`config.mk`:
```
export PLATFORM = sky130hd
export DESIGN_NAME = pc_gen_flat
export DESIGN_NICKNAME = d
export VERILOG_FILES = /design/src/rtl/pc_gen_pkg.sv /design/src/rtl/pc_gen_if.sv /design/src/rtl/pc_next_sel.sv /design/src/rtl/pc_gen.sv /design/src/flat_wrapper.sv
export SDC_FILE = /design/constraint.sdc
export NUM_CORES = 1
export LEC_CHECK = 0
export ABC_AREA = 1
export BUFFER_PORTS_ARGS = -buffer_cell sky130_fd_sc_hd__buf_4
export CAP_MARGIN = 0
export CELL_PAD_IN_SITES_DETAIL_PLACEMENT = 0
export CELL_PAD_IN_SITES_GLOBAL_PLACEMENT = 1
export CORE_MARGIN = 2
export CORE_UTILIZATION = 33
export DETAILED_ROUTE_END_ITERATION = 8
export HOLD_SLACK_MARGIN = 0.03
export PLACE_DENSITY = 0.83
export SLEW_MARGIN = 40
export SYNTH_ARGS = -nofsm -noshare
export SYNTH_HDL_FRONTEND = slang
export SYNTH_SLANG_ARGS = --single-unit
```
`constraint.sdc`:
```
create_clock -name clk -period 3.6 [get_ports clk]
set_input_delay 0.54 -clock clk [delete_from_list [all_inputs] [get_ports clk]]
set_output_delay 0.54 -clock clk [all_outputs]
set_load 0.01 [all_outputs]
```
`src/rtl/pc_gen_pkg.sv`:
```
// pc_gen_pkg: shared definitions for the program-counter generator.
//   - pc_state_e          : FSM state encoding (BOOT / RUN / HALT)
//   - DEFAULT_INSTR_BYTES : default sequential increment
//   - align_mask()        : mask that clears the instruction-offset bits
// Optional feature macro used by the users of this package: PC_GEN_TRAP_VECTOR_EN.
package pc_gen_pkg;

    typedef enum logic [1:0] {
        ST_BOOT = 2'd0,
        ST_RUN  = 2'd1,
        ST_HALT = 2'd2
    } pc_state_e;

    localparam int unsigned DEFAULT_INSTR_BYTES = 4;

    // Returns a 64-bit mask with the low log2(instr_bytes) bits cleared;
    // callers truncate to their PC width. instr_bytes must be a power of two.
    function automatic logic [63:0] align_mask(input int unsigned instr_bytes);
        return ~(64'(instr_bytes) - 64'd1);
    endfunction

endpackage

```
`src/rtl/pc_gen_if.sv`:
```
// pc_gen_if: fetch-address request channel between the PC generator and imem.
//   pc_out      : registered fetch address
//   pc_valid    : pc_out is a live request
//   pc_next     : value pc_out takes on the coming edge
//   fetch_ready : imem accepts pc_out this cycle
// Modports: master (PC generator side), slave (instruction-memory side).
interface pc_gen_if #(
    parameter int PC_WIDTH = 32
);
    logic [PC_WIDTH-1:0] pc_out;
    logic                pc_valid;
    logic [PC_WIDTH-1:0] pc_next;
    logic                fetch_ready;

    modport master (output pc_out, output pc_valid, output pc_next, input fetch_ready);
    modport slave  (input pc_out, input pc_valid, input pc_next, output fetch_ready);
endinterface

```
`src/rtl/pc_next_sel.sv`:
```
// pc_next_sel: combinational next-PC priority mux.
//   Priority: reset > trap (optional) > redirect > sequential increment > hold.
//   Redirect targets are aligned down to INSTR_BYTES; misalign flags a redirect
//   whose target had nonzero offset bits (registered by the caller).
// Ports: rst_n, state, pc, stall, halt_req, fetch_ready, redirect_valid,
//   redirect_target, [trap_req], pc_next, misalign.
// Optional feature macro: PC_GEN_TRAP_VECTOR_EN (adds trap_req / TRAP_VECTOR).
module pc_next_sel
    import pc_gen_pkg::*;
#(
    parameter int                   PC_WIDTH     = 32,
    parameter logic [PC_WIDTH-1:0]  RESET_VECTOR = '0,
`ifdef PC_GEN_TRAP_VECTOR_EN
    parameter logic [PC_WIDTH-1:0]  TRAP_VECTOR  = PC_WIDTH'('h100),
`endif
    parameter int unsigned          INSTR_BYTES  = DEFAULT_INSTR_BYTES
) (
    input  logic                rst_n,
    input  pc_state_e           state,
    input  logic [PC_WIDTH-1:0] pc,
    input  logic                stall,
    input  logic                halt_req,
    input  logic                fetch_ready,
    input  logic                redirect_valid,
    input  logic [PC_WIDTH-1:0] redirect_target,
`ifdef PC_GEN_TRAP_VECTOR_EN
    input  logic                trap_req,
`endif
    output logic [PC_WIDTH-1:0] pc_next,
    output logic                misalign
);

    localparam logic [PC_WIDTH-1:0] MASK = PC_WIDTH'(align_mask(INSTR_BYTES));
    localparam logic [PC_WIDTH-1:0] INCR = PC_WIDTH'(INSTR_BYTES);

    logic [PC_WIDTH-1:0] target_aligned;
    logic                target_low_nz;

    assign target_aligned = redirect_target & MASK;
    assign target_low_nz  = |(redirect_target & ~MASK);

    always_comb begin
        pc_next  = pc;
        misalign = 1'b0;
        if (!rst_n) begin
            pc_next = RESET_VECTOR;
`ifdef PC_GEN_TRAP_VECTOR_EN
        end else if (trap_req) begin
            pc_next = TRAP_VECTOR;
`endif
        end else if (redirect_valid) begin
            // Redirect flushes any outstanding request, so it beats stall.
            pc_next  = target_aligned;
            misalign = target_low_nz;
        end else if (state == ST_RUN && fetch_ready && !stall && !halt_req) begin
            // Accepted request; a pending halt freezes the PC instead so that
            // fetch restarts at the same address on resume. Wraps naturally.
            pc_next = pc + INCR;
        end
    end

endmodule

```
`src/rtl/pc_gen.sv`:
```
// pc_gen: parametrised program-counter generator at the front of fetch.
//   Drives fetch addresses over a valid/ready channel, with stall, redirect,
//   halt/resume, wrap-around and misaligned-redirect reporting.
// Ports:
//   clk, rst_n (synchronous, active low)
//   stall, redirect_valid, redirect_target, halt_req, resume : control inputs
//   fetch (pc_gen_if.master) : pc_out, pc_valid, pc_next, fetch_ready
//   halted, misalign_err : status outputs
//   trap_req, epc : only with PC_GEN_TRAP_VECTOR_EN defined
// Optional feature macro: PC_GEN_TRAP_VECTOR_EN.
module pc_gen
    import pc_gen_pkg::*;
#(
    parameter int                   PC_WIDTH     = 32,
    parameter logic [PC_WIDTH-1:0]  RESET_VECTOR = '0,
`ifdef PC_GEN_TRAP_VECTOR_EN
    parameter logic [PC_WIDTH-1:0]  TRAP_VECTOR  = PC_WIDTH'('h100),
`endif
    parameter int unsigned          INSTR_BYTES  = DEFAULT_INSTR_BYTES
) (
    input  logic                clk,
    input  logic                rst_n,
    input  logic                stall,
    input  logic                redirect_valid,
    input  logic [PC_WIDTH-1:0] redirect_target,
    input  logic                halt_req,
    input  logic                resume,
`ifdef PC_GEN_TRAP_VECTOR_EN
    input  logic                trap_req,
    output logic [PC_WIDTH-1:0] epc,
`endif
    pc_gen_if.master            fetch,
    output logic                halted,
    output logic                misalign_err
);

    pc_state_e           state;
    logic [PC_WIDTH-1:0] pc;
    logic                pc_valid_q;
    logic [PC_WIDTH-1:0] pc_next;
    logic                misalign;

    pc_next_sel #(
        .PC_WIDTH     (PC_WIDTH),
        .RESET_VECTOR (RESET_VECTOR),
`ifdef PC_GEN_TRAP_VECTOR_EN
        .TRAP_VECTOR  (TRAP_VECTOR),
`endif
        .INSTR_BYTES  (INSTR_BYTES)
    ) u_sel (
        .rst_n           (rst_n),
        .state           (state),
        .pc              (pc),
        .stall           (stall),
        .halt_req        (halt_req),
        .fetch_ready     (fetch.fetch_ready),
        .redirect_valid  (redirect_valid),
        .redirect_target (redirect_target),
`ifdef PC_GEN_TRAP_VECTOR_EN
        .trap_req        (trap_req),
`endif
        .pc_next         (pc_next),
        .misalign        (misalign)
    );

    // PC register, FSM and registered status outputs in one process.
    always_ff @(posedge clk) begin
        if (!rst_n) begin
            state        <= ST_BOOT;
            pc           <= RESET_VECTOR;
            pc_valid_q   <= 1'b0;
            halted       <= 1'b0;
            misalign_err <= 1'b0;
`ifdef PC_GEN_TRAP_VECTOR_EN
            epc          <= '0;
`endif
        end else begin
            pc           <= pc_next;
            misalign_err <= misalign;
`ifdef PC_GEN_TRAP_VECTOR_EN
            if (trap_req) begin
                epc        <= pc;
                state      <= ST_RUN;
                pc_valid_q <= 1'b1;
                halted     <= 1'b0;
            end else
`endif
            case (state)
                ST_BOOT: begin
                    // Single idle cycle after reset, even if redirected.
                    state      <= ST_RUN;
                    pc_valid_q <= 1'b1;
                    halted     <= 1'b0;
                end
                ST_RUN: begin
                    if (halt_req) begin
                        state      <= ST_HALT;
                        pc_valid_q <= 1'b0;
                        halted     <= 1'b1;
                    end
                end
                ST_HALT: begin
                    if (resume && !halt_req) begin
                        state      <= ST_RUN;
                        pc_valid_q <= 1'b1;
                        halted     <= 1'b0;
                    end
                end
                default: begin
                    state      <= ST_BOOT;
                    pc_valid_q <= 1'b0;
                    halted     <= 1'b0;
                end
            endcase
        end
    end

    assign fetch.pc_out   = pc;
    assign fetch.pc_valid = pc_valid_q;
    assign fetch.pc_next  = pc_next;

endmodule

```
`src/flat_wrapper.sv`:
```
// flat-port wrapper written by rule: the top's interface ports become plain ports
module pc_gen_flat import pc_gen_pkg::*;
#(
    parameter int                   PC_WIDTH     = 32,
    parameter logic [PC_WIDTH-1:0]  RESET_VECTOR = '0,

    parameter int unsigned          INSTR_BYTES  = DEFAULT_INSTR_BYTES
)
  (clk, rst_n, stall, redirect_valid, redirect_target, halt_req, resume, halted, misalign_err, fetch_pc_out, fetch_pc_valid, fetch_pc_next, fetch_fetch_ready);
  pc_gen_if #(.PC_WIDTH(PC_WIDTH)) fetch_i ();
  input  logic clk;
  input  logic rst_n;
  input  logic stall;
  input  logic redirect_valid;
  input  logic [PC_WIDTH-1:0] redirect_target;
  input  logic halt_req;
  input  logic resume;
  output logic halted;
  output logic misalign_err;
  output wire logic [$bits(fetch_i.pc_out)-1:0] fetch_pc_out;
  output wire logic [$bits(fetch_i.pc_valid)-1:0] fetch_pc_valid;
  output wire logic [$bits(fetch_i.pc_next)-1:0] fetch_pc_next;
  input wire logic [$bits(fetch_i.fetch_ready)-1:0] fetch_fetch_ready;
  assign fetch_pc_out = fetch_i.pc_out;
  assign fetch_pc_valid = fetch_i.pc_valid;
  assign fetch_pc_next = fetch_i.pc_next;
  assign fetch_i.fetch_ready = fetch_fetch_ready;
  pc_gen #(.PC_WIDTH(PC_WIDTH), .RESET_VECTOR(RESET_VECTOR), .INSTR_BYTES(INSTR_BYTES)) u_core (.clk(clk), .rst_n(rst_n), .stall(stall), .redirect_valid(redirect_valid), .redirect_target(redirect_target), .halt_req(halt_req), .resume(resume), .fetch(fetch_i), .halted(halted), .misalign_err(misalign_err));
endmodule
```
### After elaboration in Yosys (flattened, before gate mapping)

Index checks and enable logic that the tools add are counted.

* flip-flop bits (word level): 37
* bits in latches: 0
* memory bits (writable): 0
* ROM bits: 0
* input bits: 39
* output and inout port bits: 67
* memories: 0

* add/sub/neg operators: 1
* multipliers: 0
* div/mod/pow operators: 0
* order comparisons: 0
* eq/ne operators: 4
* shift-type cells: 0
* mux-type cells: 12
* bitwise gates (word level): 0
* reduce and logical (&&, ||, !) cells: 10

Operators with widths (number)
* 32-bit two-way mux: 3
* 32-bit by 3-bit adder with 32-bit output (second input constant): 1
* 2-bit one-hot mux with 3 select lines: 1
* 1-bit logical AND: 4
* 1-bit two-way mux: 4
* 2-bit two-way mux: 2
* 2-bit AND reduction: 2
* 1-bit one-hot mux with 3 select lines: 1
* 2-bit by 1-bit equality test with 1-bit output (second input constant): 1
* 2-bit equality test (second input constant): 1
* 1-bit zero test: 2
* 2-bit zero test: 1
* 2-bit by 1-bit inequality test with 1-bit output (second input constant): 1
* 2-bit inequality test (second input constant): 1
* 1-bit one-hot mux with 2 select lines: 1
* 2-bit OR reduction: 1

### Depth between registers and ports, before layout

Gate-level depths: netlist of run 1.

* depth in word-level cells: 7
* depth in mapped cells: 10
* depth with buffers taken out: 10

### Cells and area by module

A second synthesis of run 1 with hierarchy kept.

* cell total of the unflattened synthesis: 449
* area, all modules: 2598.7 um^2

Modules (own cells, without submodules)
* pc_next_sel: times used 1, cells an instance 332, area each 1555.2 um^2, seq. area each 0.0 um^2
* pc_gen: times used 1, cells an instance 117, area each 1043.5 um^2, seq. area each 700.7 um^2

### Least setup slack after synthesis of run 1

Ideal clock, no wire load.

* path kind: input-to-output
* start: input port fetch_fetch_ready
* end: output port fetch_pc_next[27]
* arrival: 1.517 ns
* data required time: 3.060 ns
* path slack: 1.543 ns
* cell stages on the path: 10
* buffers on the path: 0
* path through: inv_1 > nor2_2 > inv_1 > nor2_4 > nand2_1 > nor2_1 > nand3_1 > nand2_1 > nor2_1 > nor2_1

* longest elaborated chain between the ends: 6

Ends and longest elaborated chain
* from (decl): RTL line flat_wrapper.sv:23 `input wire logic [$bits(fetch_i.fetch_ready)-1:0] fetch_fetch_ready;`
* 1-bit logical AND (3 in series): RTL line pc_next_sel.sv:55 `end else if (state == ST_RUN && fetch_ready && !stall && !halt_req) begin`
* 32-bit two-way mux: RTL line pc_next_sel.sv:55
* 32-bit two-way mux: RTL line pc_next_sel.sv:51 `end else if (redirect_valid) begin`
* 32-bit two-way mux: RTL line pc_next_sel.sv:45 `if (!rst_n) begin`
* to (decl): RTL line flat_wrapper.sv:22 `output wire logic [$bits(fetch_i.pc_next)-1:0] fetch_pc_next;`

Every way passes these cells.

### Worst setup path after layout of run 1

* start: register u_core.pc[3] (netlist: u_core.fetch.pc_out[3])
* end: output port fetch_pc_next[24]

* longest elaborated chain between the ends: 4

Ends and longest elaborated chain
* from (decl): RTL line pc_gen.sv:38 `logic [PC_WIDTH-1:0] pc;`
* from (signal assigned): RTL line pc_gen.sv:78 `pc <= pc_next;`
* 32-bit by 3-bit adder with 32-bit output: RTL line pc_next_sel.sv:58 `pc_next = pc + INCR;`
* 32-bit two-way mux: RTL line pc_next_sel.sv:55
* 32-bit two-way mux: RTL line pc_next_sel.sv:51
* 32-bit two-way mux: RTL line pc_next_sel.sv:45

Every way passes these cells.

==> flow_metrics.py, run 1 <==
metrics = {
    "power": {
        "power_switching_uw": 313.7,
        "combPwrFrac": 0.243,
        "leakagePower_uw": 0.001812,
        "intPower_uw": 698.5,
        "powerDensity_nw_per_um2": 298.4,
        "swShare": 0.3100,
        "pwr-share-clk": 0.305,
        "irDropWorstVdd_mv": 0.1353,
        "pwr-share-seq": 0.453,
    },
    "logic_synthesis": {
        "synth_edf_count": 0,
        "syn_area_um2": 2422,
        "ys_ff_latch": 36,
        "syn-num-nets": 450,
        "synthAdderAreaFrac": 0.005165,
        "synth-compound-area-share": 0.08574,
        "synth_top_family_by_area": "simple AND/OR/NAND/NOR gates",
        "avgSynthCellArea_um2": 5.908,
        "synthXorXnorAreaFrac": 0,
        "synth-simple-area-share": 0.4700,
        "ys_types": 26,
        "synthFlopType": "dfxtp_1",
        "synthMuxAreaShare": 0,
        "syn_inst": 410,
        "ys_seq_area_frac": 0.2975,
        "yosysWarnings": 0,
        "async_reset_ff_frac": 0,
    },
    "critical_path": {
        "end_kind": "output pin",
        "cpMaxStageDelayCell": "dfxtp_1",
        "crit_cells": 11,
        "path_cells": "ha_1 > nand2_1 > nor2_4 > nand2_4 > nor2_8 > nand3_1 > nand2_1 > nand3_1 > nand2_1 > inv_1 > buf_4",
        "crit_family": "simple AND/OR/NAND/NOR gates",
        "crit_path_max_incr_delay_ns": 0.40,
        "cp.required_ns": 3.06,
        "rr_startpoint": "u_core.fetch.pc_out[3]",
        "crit_top_cell": "nand2_1",
        "critPathArrivalTime_ns": 2.07,
        "reg2reg_slack_ns": 1.86,
        "endpoint": "fetch_pc_next[24]",
        "path_buf_inv": 2,
        "worstSetupStartpoint": "u_core.fetch.pc_out[3]",
        "critical_path.startpoint_type": "register",
        "path_max_fanout": 18,
        "r2r_cells": 10,
        "r2r-end": "u_core.fetch.pc_out[26]",
        "path_class": "register to output pin",
    },
    "floorplan": {
        "rows": 31,
        "die_w_um": 89.68,
        "pin_count": 106,
        "fp.dieArea_um2": 8042,
        "start_util": 0.3376,
        "core_area_um2": 7176,
        "die_h_um": 89.68,
    },
    "clock_network": {
        "clk_pin_slew_ns": 0.08,
        "cts_resized": 0,
        "cts_tree": "built",
        "ctsHoldBuffers": 0,
        "cts_sinks": 36,
        "htreeDepth": 2,
        "cts_setup_buffers": 0,
        "clk-insertion-delay-late_ns": 0.29,
        "root_buffer": "clkbuf_8",
        "ctsLongestPathBuffers": 2,
        "cts_buffers": 5,
    },
    "drt": {
        "firstDrtPassIters": 4,
        "wl_per_cell_um": 11.92,
        "vias": 2801,
        "via_per_inst": 4.562,
        "drt_iter0_drc": 119,
        "drt.antenna.violating_nets": 0,
        "drc": 0,
        "wirelength_um": 7321,
    },
    "timing": {
        "rsz0062_at_grt": "no",
        "slew_violations": 0,
        "worst_slew_pin_slew_ns": 0.6366,
        "fin_worst_skew_ns": 0.006820,
        "tns_ns": 0,
        "hold_viol_final": 0,
        "slew_headroom": 0.5750,
        "timing.fmax_mhz": 383.7,
        "finalCritPeriodShare": 0.7239,
        "min_period_ns": 2.606,
        "setup_viol": 0,
        "setup_ws_ns": 0.9940,
    },
    "placement": {
        "port_buffers": 105,
        "dp_slack_ns": 1.132,
        "dpl.hpwl_um": 5658,
        "place.gp.congestion": 0.8238,
    },
    "global_route": {
        "grt_pass1_wl_um": 11900,
        "antenna_found_initial": 0,
        "gr-total-overflow": 0,
        "grt_usage": 0.1874,
        "grt_max_degree": 41,
        "first_global_vias": 2604,
    },
    "hold_path": {
        "hold_path.class": "register to register",
        "hold_start": "u_core.fetch.pc_out[0]",
    },
    "layout": {
        "syn2layout_area_growth_pct": 40.03,
        "final_nets": 554,
        "layout-drive-gt1-share": 0.2583,
        "diodes": 0,
    },
    "run": {
        "drv_cap": 0,
    },
    "status": {
        "status": "completed",
    },
}
==> per-stage QoR <==
step	std cells	util	hold slack [ns]	power [µW]	area [µm²]
after floorplan	410	-	0.4862	581.4	2422
after global placement	606	0.4598	0.4567	712.7	3299
after detailed placement	606	0.4598	0.4612	716.3	3299
after CTS	614	0.4727	0.4750	1027	3392
after global routing	614	0.4727	0.5009	1073	3392
final	614	0.4727	0.4729	1012	3392
==> layout make-up <==
class | count | area (µm²)
fillers | 772 | 3784
multi-input cells | 286 | 1359
repair buffers | 107 | 803.3
flip-flops and latches | 36 | 720.7
inverters | 78 | 292.8
well taps | 99 | 123.9
clock buffers | 6 | 82.58
clock inverters | 2 | 10.01
==> sequential cells by signal (all words and copies together) (netlist names) <==
signal / flops
u_core.halted: 1
u_core.state: 2
u_core.misalign_err: 1
u_core.fetch.pc_out: 32
==> worst min path at each step <==
stage	endpoint	slack (ns)	depth (start not counted)
after detailed placement	u_core.fetch.pc_out[0]	0.46	2
after global placement	u_core.fetch.pc_out[0]	0.46	2
after floorplan	u_core.fetch.pc_out[0]	0.49	2
after global routing	u_core.fetch.pc_out[11]	0.50	3
final	u_core.fetch.pc_out[0]	0.47	2
after CTS	u_core.fetch.pc_out[0]	0.48	2
==> cells in the final DEF, fill, tap and decap left out, drive strengths merged, types with 2 or more instances in the layout <==
| master | synthesis | final |
|---|---|---|
| a21oi | 12 | 12 |
| buf | 4 | 107 |
| nand4 | 15 | 15 |
| inv | 77 | 77 |
| clkinv | 1 | 3 |
| clkbuf | 6 | 6 |
| o21ai | 21 | 21 |
| nand3b | 5 | 5 |
| nor2 | 90 | 90 |
| dfxtp | 36 | 36 |
| o211ai | 3 | 3 |
| a31oi | 2 | 2 |
| nand3 | 45 | 45 |
| nand2 | 89 | 89 |
==> Yosys cell counts (3+ instances only) <==
master	number	area share
a21oi_1	12	0.025
clkbuf_1	6	0.0093
dfxtp_1	36	0.30
inv_1	77	0.12
nand2_1	87	0.13
nand3_1	42	0.087
nand3_2	3	0.012
nand3b_1	5	0.015
nand4_1	15	0.039
nor2_1	78	0.12
nor2_2	6	0.015
nor2_4	5	0.023
o211ai_1	3	0.0093
o21ai_0	19	0.039
==> per-layer routing <==
| layer | global-route usage | up-vias | wire length (µm) |
|---|---|---|---|
| li1 | - | 1492 | - |
| met1 | 0.2417 | 1225 | 3248 |
| met2 | 0.3295 | 79 | 3554 |
| met3 | 0.03382 | 5 | 451 |
| met4 | 0.03256 | 0 | 66 |
| met5 | 0 | - | 0 |
==> kinds of logic after synthesis <==
| family | count (synthesis) |
|---|---|
| buffers and inverters | 88 |
| and+or+nand+nor | 246 |
| adders and majority gates | 1 |
| DFF | 36 |
| AOI/OAI and AO/OA | 39 |
==> worst register-to-register path: stages, from the launching register on <==
cell,delay [ns]
dfxtp_1,0.40
ha_1,0.20
nand2_1,0.12
nor2_4,0.20
nand2_4,0.09
nor2_8,0.23
nand3_1,0.12
nand2_1,0.08
nand3_1,0.06
nand2_1,0.10
inv_1,0.04
==> power by group through the flow <==
stage | Clock, µW | Sequential, µW | Combinational, µW
final | 308 | 458 | 246
after global routing | 332 | 463 | 278
after CTS | 319 | 458 | 250
after detailed placement | 0 | 468 | 249
after global placement | 0 | 467 | 245
after floorplan | 0 | 471 | 111
Note: power is estimated with default switching activity, not from simulation.
==> inputs of run 2 (changes only) <==
Settings changed: CORE_UTILIZATION 33 to 31, PLACE_DENSITY 0.83 to 0.78.
Clock period 3.6 ns to 2.57 ns, I/O delays scaled along.
==> run 2 against run 1 <==
  * Critical path depth down 1
  * Largest power group unchanged
  * Flip-flop and latch count unchanged
  * Combinational power up 41%
  * Largest cell class unchanged
==> flow_metrics.py, run 2 (synthesized netlist as in run 1, its figures left out) <==
metrics = {
    "placement": {
        "port_buffers": 105,
        "dpl.hpwl_um": 5730,
        "place.gp.congestion": 0.8255,
        "dp_cells": 611,
        "place_area_um2": 3318,
    },
    "critical_path": {
        "end_kind": "output pin",
        "cpMaxStageDelayCell": "dfxtp_1",
        "path_class": "register to output pin",
        "crit_path_max_incr_delay_ns": 0.40,
        "cp.required_ns": 2.18,
        "path_cells": "ha_1 > nand2_1 > nor2_4 > nand2_4 > nor2_4 > buf_4 > nand2_1 > nand2_1 > o21ai_1 > buf_4",
        "crit_top_cell": "nand2_1",
        "critPathArrivalTime_ns": 2.01,
        "critical_path.startpoint_type": "register",
        "path_max_fanout": 8,
    },
    "floorplan": {
        "core_area_um2": 7647,
        "die_h_um": 92.40,
        "start_util": 0.3168,
        "fp.dieArea_um2": 8537,
        "die_w_um": 92.40,
        "rows": 32,
        "pin_count": 106,
    },
    "drt": {
        "via_per_inst": 4.527,
        "route.met2.wl_um": 3503,
        "vias": 2811,
        "drc": 0,
        "wirelength_um": 7472,
        "firstDrtPassIters": 4,
        "wl_met3_um": 431,
        "wl_per_cell_um": 12.03,
        "drt.antenna.violating_nets": 0,
        "drt_iter0_drc": 95,
        "top_layer": "met4",
        "drt-met1-wl_um": 3429,
    },
    "layout": {
        "layout-drive-gt1-share": 0.2640,
        "syn2layout_area_growth_pct": 43.18,
        "layout_common_cells": "buf_4, nand2_1, nor2_1",
        "diodes": 0,
        "multi_input_area_um2": 1375,
        "final_nets": 558,
        "layout_commonest_cell": "buf_4",
        "largest_register_ffs": 32,
        "fillers": 831,
        "final_cells": 621,
        "seq_area_um2": 720.7,
        "final_cell_area_um2": 3468,
    },
    "status": {
        "status": "completed",
    },
    "global_route": {
        "first_global_vias": 2645,
        "antenna_found_initial": 0,
        "gr-total-overflow": 0,
        "grt_usage": 0.1779,
        "grt_pass1_wl_um": 12250,
        "grt_max_degree": 25,
    },
    "clock_network": {
        "clk-insertion-delay-late_ns": 0.29,
        "ctsLongestPathBuffers": 2,
        "cts_buffers": 5,
        "htreeDepth": 2,
        "cts_tree": "built",
        "cts_sinks": 36,
        "root_buffer": "clkbuf_8",
        "clk_pin_slew_ns": 0.08,
    },
    "power": {
        "powerDensity_nw_per_um2": 445.0,
        "irDropWorstVdd_mv": 0.1918,
        "leakagePower_uw": 0.001841,
    },
    "timing": {
        "timing.fmax_mhz": 417.7,
        "min_period_ns": 2.394,
        "slew_headroom": 0.6654,
        "finalCritPeriodShare": 0.9316,
        "rsz0062_at_grt": "no",
        "hold_viol_final": 0,
        "tns_ns": 0,
        "worst_slew_pin_slew_ns": 0.5001,
        "slew_violations": 0,
        "setup_viol": 0,
        "fin_worst_skew_ns": 0.006842,
    },
    "run": {
        "drv_cap": 0,
    },
    "hold_path": {
        "hold_path.class": "input port to register",
    },
}
## run 2: routing by layer
metal / track usage / vias up
li1: - / 1502
met1: 0.2298 / 1224
met2: 0.2987 / 77
met3: 0.03580 / 8
met4: 0.05348 / 0
met5: 0 / -
## run 2: per-stage QoR
| step | hold WS (ns) | setup WS (ns) | util | power, µW |
|---|---|---|---|---|
| floorplan | 0.4862 | 0.7085 | - | 814.4 |
| global placement | 0.4571 | 0.4630 | 0.4339 | 1003 |
| detailed placement | 0.4664 | 0.4649 | 0.4339 | 1006 |
| CTS | 0.3337 | 0.1248 | 0.4504 | 1567 |
| global route | 0.3410 | 0.01161 | 0.4535 | 1640 |
| finish | 0.3390 | 0.1757 | 0.4535 | 1544 |
## run 2: worst paths after layout
path         slack, ns  depth (start not counted)                 endpoint              startpoint
min               0.34                          3  u_core.fetch.pc_out[11]     redirect_target[11]
max reg2reg       0.90                          9  u_core.fetch.pc_out[12]  u_core.fetch.pc_out[3]
min reg2reg       0.47                          2   u_core.fetch.pc_out[1]  u_core.fetch.pc_out[1]
max               0.18                         10        fetch_pc_next[12]  u_core.fetch.pc_out[3]
## run 2: final cells by class
type	count	share of cell area
sequential	36	0.2078
inverter	78	0.08442
clock inverter	1	0.008658
timing repair buffer	110	0.2381
clock buffer	7	0.02778
multi-input combinational	287	0.3965
tap	102	0.03680
## run 2: worst max-delay path, delay by kind of cell, from the launching register on
family | cells | cell delay (ns)
AO/OA/AOI/OAI | 1 | 0.06
AND/OR/NAND/NOR | 6 | 0.75
flip-flops | 1 | 0.40
adder cells (fa/ha/maj) | 1 | 0.19
buffers and inverters | 2 | 0.30
## run 2: repair_timing
action,in CTS,in global routing
hold buffers,0,0
gates resized for setup,0,1
setup buffers,0,1
setup endpoints to repair,0,6
## run 2: report_power, final
group | switching (µW) | leakage (µW) | internal, µW
clock network | 211 | 0.0000645 | 342
registers | 47.4 | 0.000299 | 595
logic | 176 | 0.00148 | 172
